File: src/rtl/dsp_div_seq_pkg.sv
// Shared ALU package: operation codes plus divider state encoding and defaults.
// Imported by dsp_div_seq and its restoring-step datapath.
package dsp_div_seq_pkg;

  typedef enum logic [3:0] {
    ALU_ADD,
    ALU_SUB,
    ALU_SLL,
    ALU_SLT,
    ALU_SLTU,
    ALU_XOR,
    ALU_SRL,
    ALU_SRA,
    ALU_OR,
    ALU_AND,
    ALU_MUL,
    ALU_MULH,
    ALU_DIV,
    ALU_DIVU,
    ALU_REM,
    ALU_REMU
  } alu_op_t;

  typedef enum logic [1:0] {
    DIV_IDLE,
    DIV_CALC,
    DIV_FIXUP,
    DIV_DONE
  } div_state_t;

  localparam int DIV_WIDTH_DEFAULT = 32;

  function automatic logic is_div_op(alu_op_t op);
    return (op == ALU_DIV) || (op == ALU_DIVU) || (op == ALU_REM) || (op == ALU_REMU);
  endfunction

endpackage

File: src/rtl/dsp_div_seq_restore_step.sv
// One combinational restoring-division iteration on unsigned magnitudes.
module div_restore_step #(
  parameter int WIDTH = 32
) (
  input  logic [WIDTH:0]   acc,
  input  logic [WIDTH-1:0] quo,
  input  logic [WIDTH-1:0] divisor,
  output logic [WIDTH:0]   acc_next,
  output logic [WIDTH-1:0] quo_next
);

  logic [WIDTH+1:0] shifted;
  logic [WIDTH+1:0] diff;

  // acc always stays below divisor between steps, so diff's MSB is a clean borrow.
  always_comb begin
    shifted = {acc, quo[WIDTH-1]};
    diff    = shifted - {2'b00, divisor};
    if (!diff[WIDTH+1]) begin
      acc_next = diff[WIDTH:0];
      quo_next = {quo[WIDTH-2:0], 1'b1};
    end else begin
      acc_next = shifted[WIDTH:0];
      quo_next = {quo[WIDTH-2:0], 1'b0};
    end
  end

endmodule

File: src/rtl/dsp_div_seq.sv
// Iterative restoring divider for RV32M/RV64M DIV/DIVU/REM/REMU with kill support.
// Optional DSP_DIV_EARLY_OUT_EN skips iteration for trivially-resolved operands.
module dsp_div_seq
  import dsp_div_seq_pkg::*;
#(
  parameter int WIDTH = DIV_WIDTH_DEFAULT
) (
  input  logic             clk,
  input  logic             rst_n,
  input  logic             start,
  input  alu_op_t          op,
  input  logic [WIDTH-1:0] dividend,
  input  logic [WIDTH-1:0] divisor,
  input  logic             kill,
  output logic             busy,
  output logic             done,
  output logic [WIDTH-1:0] result
);

  localparam int CNT_W = $clog2(WIDTH) + 1;

  div_state_t state, state_next;

  logic [CNT_W-1:0] cnt;
  logic [WIDTH:0]   acc;
  logic [WIDTH-1:0] quo;
  logic [WIDTH-1:0] dvs_mag;
  logic             is_rem;
  logic             q_neg;
  logic             r_neg;
  logic             div_zero;
  logic             sgn_ovf;

  logic [WIDTH:0]   acc_step;
  logic [WIDTH-1:0] quo_step;

  logic             accept;
  logic             op_signed;
  logic             dvd_neg;
  logic             dvs_neg;
  logic [WIDTH-1:0] dvd_abs;
  logic [WIDTH-1:0] dvs_abs;
  logic             in_div_zero;
  logic             in_ovf;
  logic             early;
  logic             last_step;
  logic [WIDTH-1:0] quo_fix;
  logic [WIDTH-1:0] rem_fix;

  // Negating the most-negative value wraps back to itself, which is its unsigned magnitude.
  always_comb begin
    accept      = (state == DIV_IDLE) && start && !kill && is_div_op(op);
    op_signed   = (op == ALU_DIV) || (op == ALU_REM);
    dvd_neg     = op_signed && dividend[WIDTH-1];
    dvs_neg     = op_signed && divisor[WIDTH-1];
    dvd_abs     = dvd_neg ? -dividend : dividend;
    dvs_abs     = dvs_neg ? -divisor : divisor;
    in_div_zero = (divisor == '0);
    in_ovf      = op_signed && (dividend == {1'b1, {(WIDTH-1){1'b0}}}) && (divisor == '1);
`ifdef DSP_DIV_EARLY_OUT_EN
    early       = in_div_zero || in_ovf || (dvs_abs > dvd_abs);
`else
    early       = 1'b0;
`endif
    last_step   = (cnt == CNT_W'(WIDTH - 1));
  end

  div_restore_step #(.WIDTH(WIDTH)) u_step (
    .acc      (acc),
    .quo      (quo),
    .divisor  (dvs_mag),
    .acc_next (acc_step),
    .quo_next (quo_step)
  );

  always_ff @(posedge clk or negedge rst_n) begin
    if (!rst_n) state <= DIV_IDLE;
    else        state <= state_next;
  end

  always_comb begin
    state_next = state;
    busy       = (state == DIV_CALC) || (state == DIV_FIXUP);
    done       = (state == DIV_DONE);
    case (state)
      DIV_IDLE:  if (accept) state_next = early ? DIV_FIXUP : DIV_CALC;
      DIV_CALC:  if (last_step) state_next = DIV_FIXUP;
      DIV_FIXUP: state_next = DIV_DONE;
      DIV_DONE:  state_next = DIV_IDLE;
      default:   state_next = DIV_IDLE;
    endcase
    if (kill && (state != DIV_IDLE)) state_next = DIV_IDLE;
  end

  // Early-out operands land in FIXUP with quotient 0 and the dividend as remainder.
  always_comb begin
    quo_fix = q_neg ? -quo : quo;
    rem_fix = r_neg ? -acc[WIDTH-1:0] : acc[WIDTH-1:0];
    if (div_zero) quo_fix = '1;
    if (sgn_ovf) begin
      quo_fix = {1'b1, {(WIDTH-1){1'b0}}};
      rem_fix = '0;
    end
  end

  always_ff @(posedge clk or negedge rst_n) begin
    if (!rst_n) begin
      cnt      <= '0;
      acc      <= '0;
      quo      <= '0;
      dvs_mag  <= '0;
      is_rem   <= 1'b0;
      q_neg    <= 1'b0;
      r_neg    <= 1'b0;
      div_zero <= 1'b0;
      sgn_ovf  <= 1'b0;
      result   <= '0;
    end else begin
      if (accept) begin
        is_rem   <= (op == ALU_REM) || (op == ALU_REMU);
        q_neg    <= dvd_neg ^ dvs_neg;
        r_neg    <= dvd_neg;
        div_zero <= in_div_zero;
        sgn_ovf  <= in_ovf;
        dvs_mag  <= dvs_abs;
        cnt      <= '0;
        if (early) begin
          acc <= {1'b0, dvd_abs};
          quo <= '0;
        end else begin
          acc <= '0;
          quo <= dvd_abs;
        end
      end else if (state == DIV_CALC) begin
        acc <= acc_step;
        quo <= quo_step;
        cnt <= cnt + 1'b1;
      end
      if ((state == DIV_FIXUP) && !kill) result <= is_rem ? rem_fix : quo_fix;
    end
  end

endmodule

File: config.mk
export PLATFORM = sky130hd
export DESIGN_NAME = dsp_div_seq
export DESIGN_NICKNAME = d
export VERILOG_FILES = /design/src/rtl/dsp_div_seq_pkg.sv /design/src/rtl/dsp_div_seq_restore_step.sv /design/src/rtl/dsp_div_seq.sv
export SDC_FILE = /design/constraint.sdc
export NUM_CORES = 1
export LEC_CHECK = 0
export CAP_MARGIN = 0
export CORE_MARGIN = 2
export CORE_UTILIZATION = 50
export CTS_CLUSTER_DIAMETER = 200
export CTS_CLUSTER_SIZE = 28
export DETAILED_ROUTE_END_ITERATION = 8
export PLACE_DENSITY = 0.69
export SYNTH_ARGS = -nofsm -noshare
export SYNTH_HDL_FRONTEND = slang
export SYNTH_SLANG_ARGS = --single-unit
File: constraint.sdc
create_clock -name clk -period 4.5 [get_ports clk]
set_clock_uncertainty 0.1 [all_clocks]
set_input_delay 0.9 -clock clk [delete_from_list [all_inputs] [get_ports clk]]
set_output_delay 0.9 -clock clk [all_outputs]
set_load 0.005 [all_outputs]
==> run_results.csv, run 1 <==
group,metric,value,unit
logic_synthesis,ys_seq_elements,142,
global_routing,track_usage,26.79,%
clock_network,clk_latency,440,ps
pwr,p_switching,4.531,mW
logic_synthesis,synth-seq-area-share,33.51,%
finish,fin_cells,1624,
logic_synthesis,synth_compound_area_share,22.75,%
routing,drtPass1Iterations,5,
clock_network,cts_max_path_buffers,2,
global_routing,antenna_found_initial,0,
clock_network,cts_root_buffer,"clkbuf_16",
clock_network,cts_setup_buffers,0,
setup_path,startpoint_type,"flop",
finish,fin_util,59.83,%
place,numPortBuffers,105,
routing,drc,0,
global_routing,overflow,0,
finish,layout_common_cells,"o21ai_0, nand2_1, dfrtp_1",
sta,drv_slew,0,
sta,grt_setup_unrepaired,"no",
logic_synthesis,avgSynthCellArea,8.402,sq um
clock_network,postCtsResizedCells,0,
pwr,vdd_ir_drop_max,0.5431,mV
logic_synthesis,netlist_area,10600,sq um
clock_network,numCtsBuffers,17,
logic_synthesis,synthesis.nets,1377,
routing,wl_per_cell,18.23,um
logic_synthesis,synth-edff-count,0,
place,dp_cells,1592,
routing,wl,29.60,mm
pwr,clkPwrFrac,14.8,%
clock_network,clkTransAtPathRegs,60,ps
pwr,power.total,9.897,mW
floorplanning,dieArea,22390,sq um
routing,vias_per_cell,5.897,
setup_path,critPathCaptureType,"flop",
setup_path,worstSetupPathType,"reg -> reg",
logic_synthesis,ys_async_sr_fraction,100.0,%
finish,layout-drive-gt1-share,4.744,%
hold_path,hp-class,"reg -> reg",
setup_path,r2r_cells,11,
pwr,combPwrFrac,58.3,%
clock_network,cts_sinks,142,
pwr,leakage,5.080,nW
logic_synthesis,synth-warning-count,0,
global_routing,grt_pass1_wl,46.64,mm
pwr,seq_power_share,26.9,%
pwr,internal-power,5.366,mW
routing,drt_iter0_drc,734,
logic_synthesis,synth.area.mux_share,5.770,%
sta,fin_crit_sh,87.37,%
pwr,power.density,791.9,nW/um^2
logic_synthesis,syn_inst,1262,
finish,final_nets,1451,
place,gp_congestion,0.9474,
setup_path,crit_chain,"ha_1, a21oi_2, o21ai_1, a221o_1, a221o_1, o2111a_1, o31ai_1, and2_2, buf_12, mux2i_1, a21oi_1",
floorplanning,rows,53,
finish,syn2layout_area_growth,17.85,%
global_routing,grt_max_degree,96,
routing,vias,9577,
logic_synthesis,synthXorXnorAreaFrac,12.47,%
sta,hold_viol_final,0,
logic_synthesis,synthSimpleGateAreaFrac,15.87,%
place,hpwlAfterDp,22.53,mm
setup_path,cp_num_cells,11,
finish,diodes,0,
setup_path,r2r_slack,570,ps
sta,fin_crit,3932,ps
hold_path,whs_path_depth,1,
setup_path,critical_path_buf_inv_count,1,
clock_network,hold_buffers,0,
routing,ant_nets,0,
sta,setup-tns-final,0,ps
sta,fmax,254.3,MHz
run,maxCapViolations,0,
floorplanning,initial_core_util,50.76,%
finish,final_common_cell,"o21ai_0",
logic_synthesis,yosysUniqueCellTypes,58,
floorplanning,die_h,149.6,um
global_routing,grt_pass1_vias,8564,
setup_path,required,4690,ps
sta,slew_headroom,32.54,%
sta,setup_viol_count_final,0,
logic_synthesis,synth_fa_ha_area_share,5.145,%
setup_path,critPathArrivalTime,4120,ps
floorplanning,pin_count,106,
floorplanning,die_width,149.6,um
setup_path,worstPathMaxFanout,27,
logic_synthesis,synth-main-ff-cell,"dfrtp_1",
setup_path,slowest_stage,"and2_2",
logic_synthesis,synth_top_family_by_area,"compound AO/OA/AOI/OAI gates",
setup_path,cp_top_family,"compound AO/OA/AOI/OAI gates",
sta,worst_pin_slew,1006,ps
setup_path,critical_path.max_stage_delay,740,ps
setup_path,crit_top_cell,"a221o_1",
clock_network,ctsHtreeMaxLevel,4,
clock_network,cts_tree,"yes",
floorplanning,coreArea,20890,sq um
outcome,status,"finished clean",
pwr,swShare,45.78,%
## synthesized netlist by cell type, types with 24 or more instances
cell	n	area, sq um
a21o_1	24	180.2
xor2_1	98	858.3
nand2_1	147	551.8
ha_1	42	525.5
clkbuf_1	52	195.2
xnor2_1	53	464.2
o21ai_0	156	780.8
inv_1	54	202.7
o31ai_1	31	232.7
dfrtp_1	142	3553
mux2i_1	60	600.6
nor2_1	65	244.0
a21oi_1	78	390.4
nor3_1	25	125.1
## power groups by stage
stage	combinational (mW)	sequential (mW)	clock, mW
after floorplan	4.21	2.43	0
after detailed placement	5.69	2.66	0
after CTS	5.72	2.65	1.48
after global placement	5.64	2.63	0
after global routing	6.35	2.75	1.52
final	5.77	2.67	1.47
## state kept, by name, indices dropped and copies added (netlist names)
name and count:
quo 32, cnt 6, r_neg 1, acc 33, result 32, div_zero 1
is_rem 1, sgn_ovf 1, dvs_mag 32, state 2, q_neg 1
## cell families (layout without fill, tap and decap cells)
| family | Yosys count | count (layout) |
|---|---|---|
| DFF | 142 | 142 |
| adders and majority gates | 43 | 43 |
| muxes | 61 | 61 |
| buffers and inverters | 120 | 207 |
| AOI/OAI and AO/OA | 386 | 386 |
| and+or+nand+nor | 359 | 359 |
| xor gates and xnor gates | 151 | 151 |
## area by class of cell
class / count / area [sq um]
fillers: 1900 / 8392
flip-flops and latches: 142 / 3553
clock inverters: 12 / 147.6
repair buffers: 121 / 1197
multi-input cells: 1000 / 6595
inverters: 54 / 202.7
clock buffers: 20 / 456.7
well taps: 275 / 344.1
## stage by stage
step                      instance area (sq um)  hold slack (ps)  worst slack (ps)
after floorplan                           10600            349.8              1160
after global placement                    11890            359.2             690.2
after detailed placement                  11890            365.8             623.8
after CTS                                 12500            381.0             601.2
after global routing                      12500            400.9             374.5
final                                     12500            376.8             568.2
## worst paths after layout
path                             from    endpoint
max                           acc[15]     acc[18]
min                        result[24]  result[24]
max reg2reg                   acc[15]     acc[18]
min reg2reg                result[24]  result[24]
max in group asynchronous       rst_n       q_neg
min in group asynchronous       rst_n  result[10]
## layer usage
layer  GRT usage (%)  vias up  wire length, um
li1                -     4698                -
met1           39.90     4533            14430
met2           39.77      305            12880
met3           4.482       41             1714
met4           8.190        0              580
met5               0        -                0
Note: power is estimated with default switching activity, not from simulation.
==> inputs of run 2 (changes only) <==
--- a/config.mk
+++ b/config.mk
@@ -11,6 +11,7 @@
 export CTS_CLUSTER_DIAMETER = 200
 export CTS_CLUSTER_SIZE = 28
 export DETAILED_ROUTE_END_ITERATION = 8
+export GPL_ROUTABILITY_DRIVEN = 0
 export PLACE_DENSITY = 0.69
 export SYNTH_ARGS = -nofsm -noshare
 export SYNTH_HDL_FRONTEND = slang
==> run_results.csv, run 2 (synthesis gave the netlist of run 1 again) <==
group,metric,value,unit
global_routing,track_usage,27.01,%
finish,layout_common_cells,"o21ai_0, nand2_1, dfrtp_1",
finish,final_nets,1450,
floorplanning,die_h,149.6,um
finish,final_common_cell,"o21ai_0",
clock_network,cts_root_buffer,"clkbuf_16",
pwr,power.density,796.9,nW/um^2
sta,drv_slew,0,
routing,drt_iter0_drc,944,
floorplanning,initial_core_util,50.76,%
setup_path,critPathArrivalTime,4290,ps
setup_path,critPathCaptureType,"flop",
sta,fmax,248.0,MHz
global_routing,grt_pass1_vias,8914,
setup_path,required,4760,ps
global_routing,antenna_found_initial,0,
sta,fin_crit,4033,ps
clock_network,clkTransAtPathRegs,70,ps
global_routing,overflow,0,
pwr,vdd_ir_drop_max,0.4911,mV
pwr,power.total,9.971,mW
floorplanning,pin_count,106,
hold_path,hp-class,"reg -> reg",
routing,drtPass1Iterations,7,
routing,wl_per_cell,18.31,um
setup_path,worstSetupPathType,"reg -> reg",
sta,slew_headroom,26.85,%
finish,syn2layout_area_growth,17.99,%
finish,fin_util,59.90,%
clock_network,cts_setup_buffers,0,
finish,largest_reg_flops,33,
pwr,leakage,5.096,nW
clock_network,ctsHtreeMaxLevel,4,
place,place_area,11870,sq um
setup_path,r2r_slack,470,ps
sta,hold_ws,382.6,ps
sta,fin_crit_sh,89.62,%
setup_path,cp_top_family,"compound AO/OA/AOI/OAI gates",
clock_network,cts_sinks,142,
routing,vias_per_cell,5.949,
finish,fin_area,12510,sq um
sta,setup_ws,467.0,ps
routing,wl,29.71,mm
place,hpwlAfterDp,22.26,mm
floorplanning,coreArea,20890,sq um
sta,setup_viol_count_final,0,
floorplanning,dieArea,22390,sq um
clock_network,clk_latency,430,ps
run,maxCapViolations,0,
finish,diodes,0,
clock_network,hold_buffers,0,
place,dp_cells,1591,
setup_path,startpoint,"acc[15]",
finish,max_flop_register,"acc",
finish,fillers,1874,
setup_path,r2r_start,"acc[15]",
setup_path,critical_path.max_stage_delay,920,ps
routing,ant_nets,0,
sta,worst_pin_slew,1097,ps
setup_path,crit_chain,"ha_1, a21oi_2, o21ai_1, a221o_1, a221o_1, o2111a_1, o31ai_1, and2_2, mux2_1, a21oi_1",
floorplanning,rows,53,
floorplanning,die_width,149.6,um
setup_path,slowest_stage,"and2_2",
sta,hold_viol_final,0,
sta,setup-tns-final,0,ps
finish,layout-drive-gt1-share,4.748,%
finish,ff_latch_area,3553,sq um
routing,vias,9655,
outcome,status,"finished clean",
setup_path,critical_path_buf_inv_count,0,
routing,drc,0,
place,numPortBuffers,105,
global_routing,grt_pass1_wl,47.31,mm
finish,multi_input_area,6595,sq um
sta,grt_setup_unrepaired,"no",
clock_network,cts_tree,"yes",
finish,fin_cells,1623,
clock_network,postCtsResizedCells,0,
clock_network,cts_max_path_buffers,2,
place,place_ws,502.5,ps
global_routing,grt_max_degree,113,
setup_path,crit_top_cell,"a221o_1",
setup_path,worstPathMaxFanout,37,
setup_path,startpoint_type,"flop",
hold_path,hold_start,"dvs_mag[29]",
clock_network,numCtsBuffers,17,
run 2: cell count changes in the layout (fill, tap and decap cells not counted), sizes merged:
| cell | change |
|---|---|
| clkinvlp | -2 |
| clkinv | +3 |
| buf | -1 |
| clkbuf | -2 |
| bufinv | +1 |
run 2: worst paths after layout:
kind | end | depth (start not counted)
max in group asynchronous | dvs_mag[15] | 2
hold / removal | dvs_mag[29] | 2
hold reg to reg | dvs_mag[29] | 2
setup reg to reg | acc[30] | 10
setup / recovery | acc[30] | 10
min in group asynchronous | result[10] | 1
run 2: layer usage:
metal | vias up | part of all wire, % | global-route usage (%)
met4 | 0 | 2.6 | 8.952
li1 | 4697 | - | -
met5 | - | 0 | 0
met3 | 43 | 5.9 | 4.329
met1 | 4579 | 48 | 40.38
met2 | 336 | 43 | 39.70
run 2: cell type report:
cell class	count	share of cell area [%]
flip-flops and latches	142	28.40
well taps	275	2.750
multi-input cells	1000	52.71
inverters	54	1.620
repair buffers	120	9.410
clock inverters	14	1.600
clock buffers	18	3.510
run 2: where the power goes:
group | total, mW | internal, mW | switching [mW]
logic | 5.78 | 2.57 | 3.20
clock network | 1.54 | 0.912 | 0.628
registers | 2.66 | 1.91 | 0.744
run 2: worst reg2reg max path, cell delays in order, from the launching register on:
cell and delay [ps]:
dfrtp_1 460, ha_1 430, a21oi_2 200, o21ai_1 110, a221o_1 330, a221o_1 360, o2111a_1 260, o31ai_1 240
and2_2 920, mux2_1 410, a21oi_1 140
==> inputs of run 3 (changes only) <==
--- a/config.mk
+++ b/config.mk
@@ -16,3 +16,4 @@
 export SYNTH_ARGS = -nofsm -noshare
 export SYNTH_HDL_FRONTEND = slang
 export SYNTH_SLANG_ARGS = --single-unit
+export TNS_END_PERCENT = 5
==> results of run 3 <==
The final DEF is identical to that of run 2; final timing and power are the same.
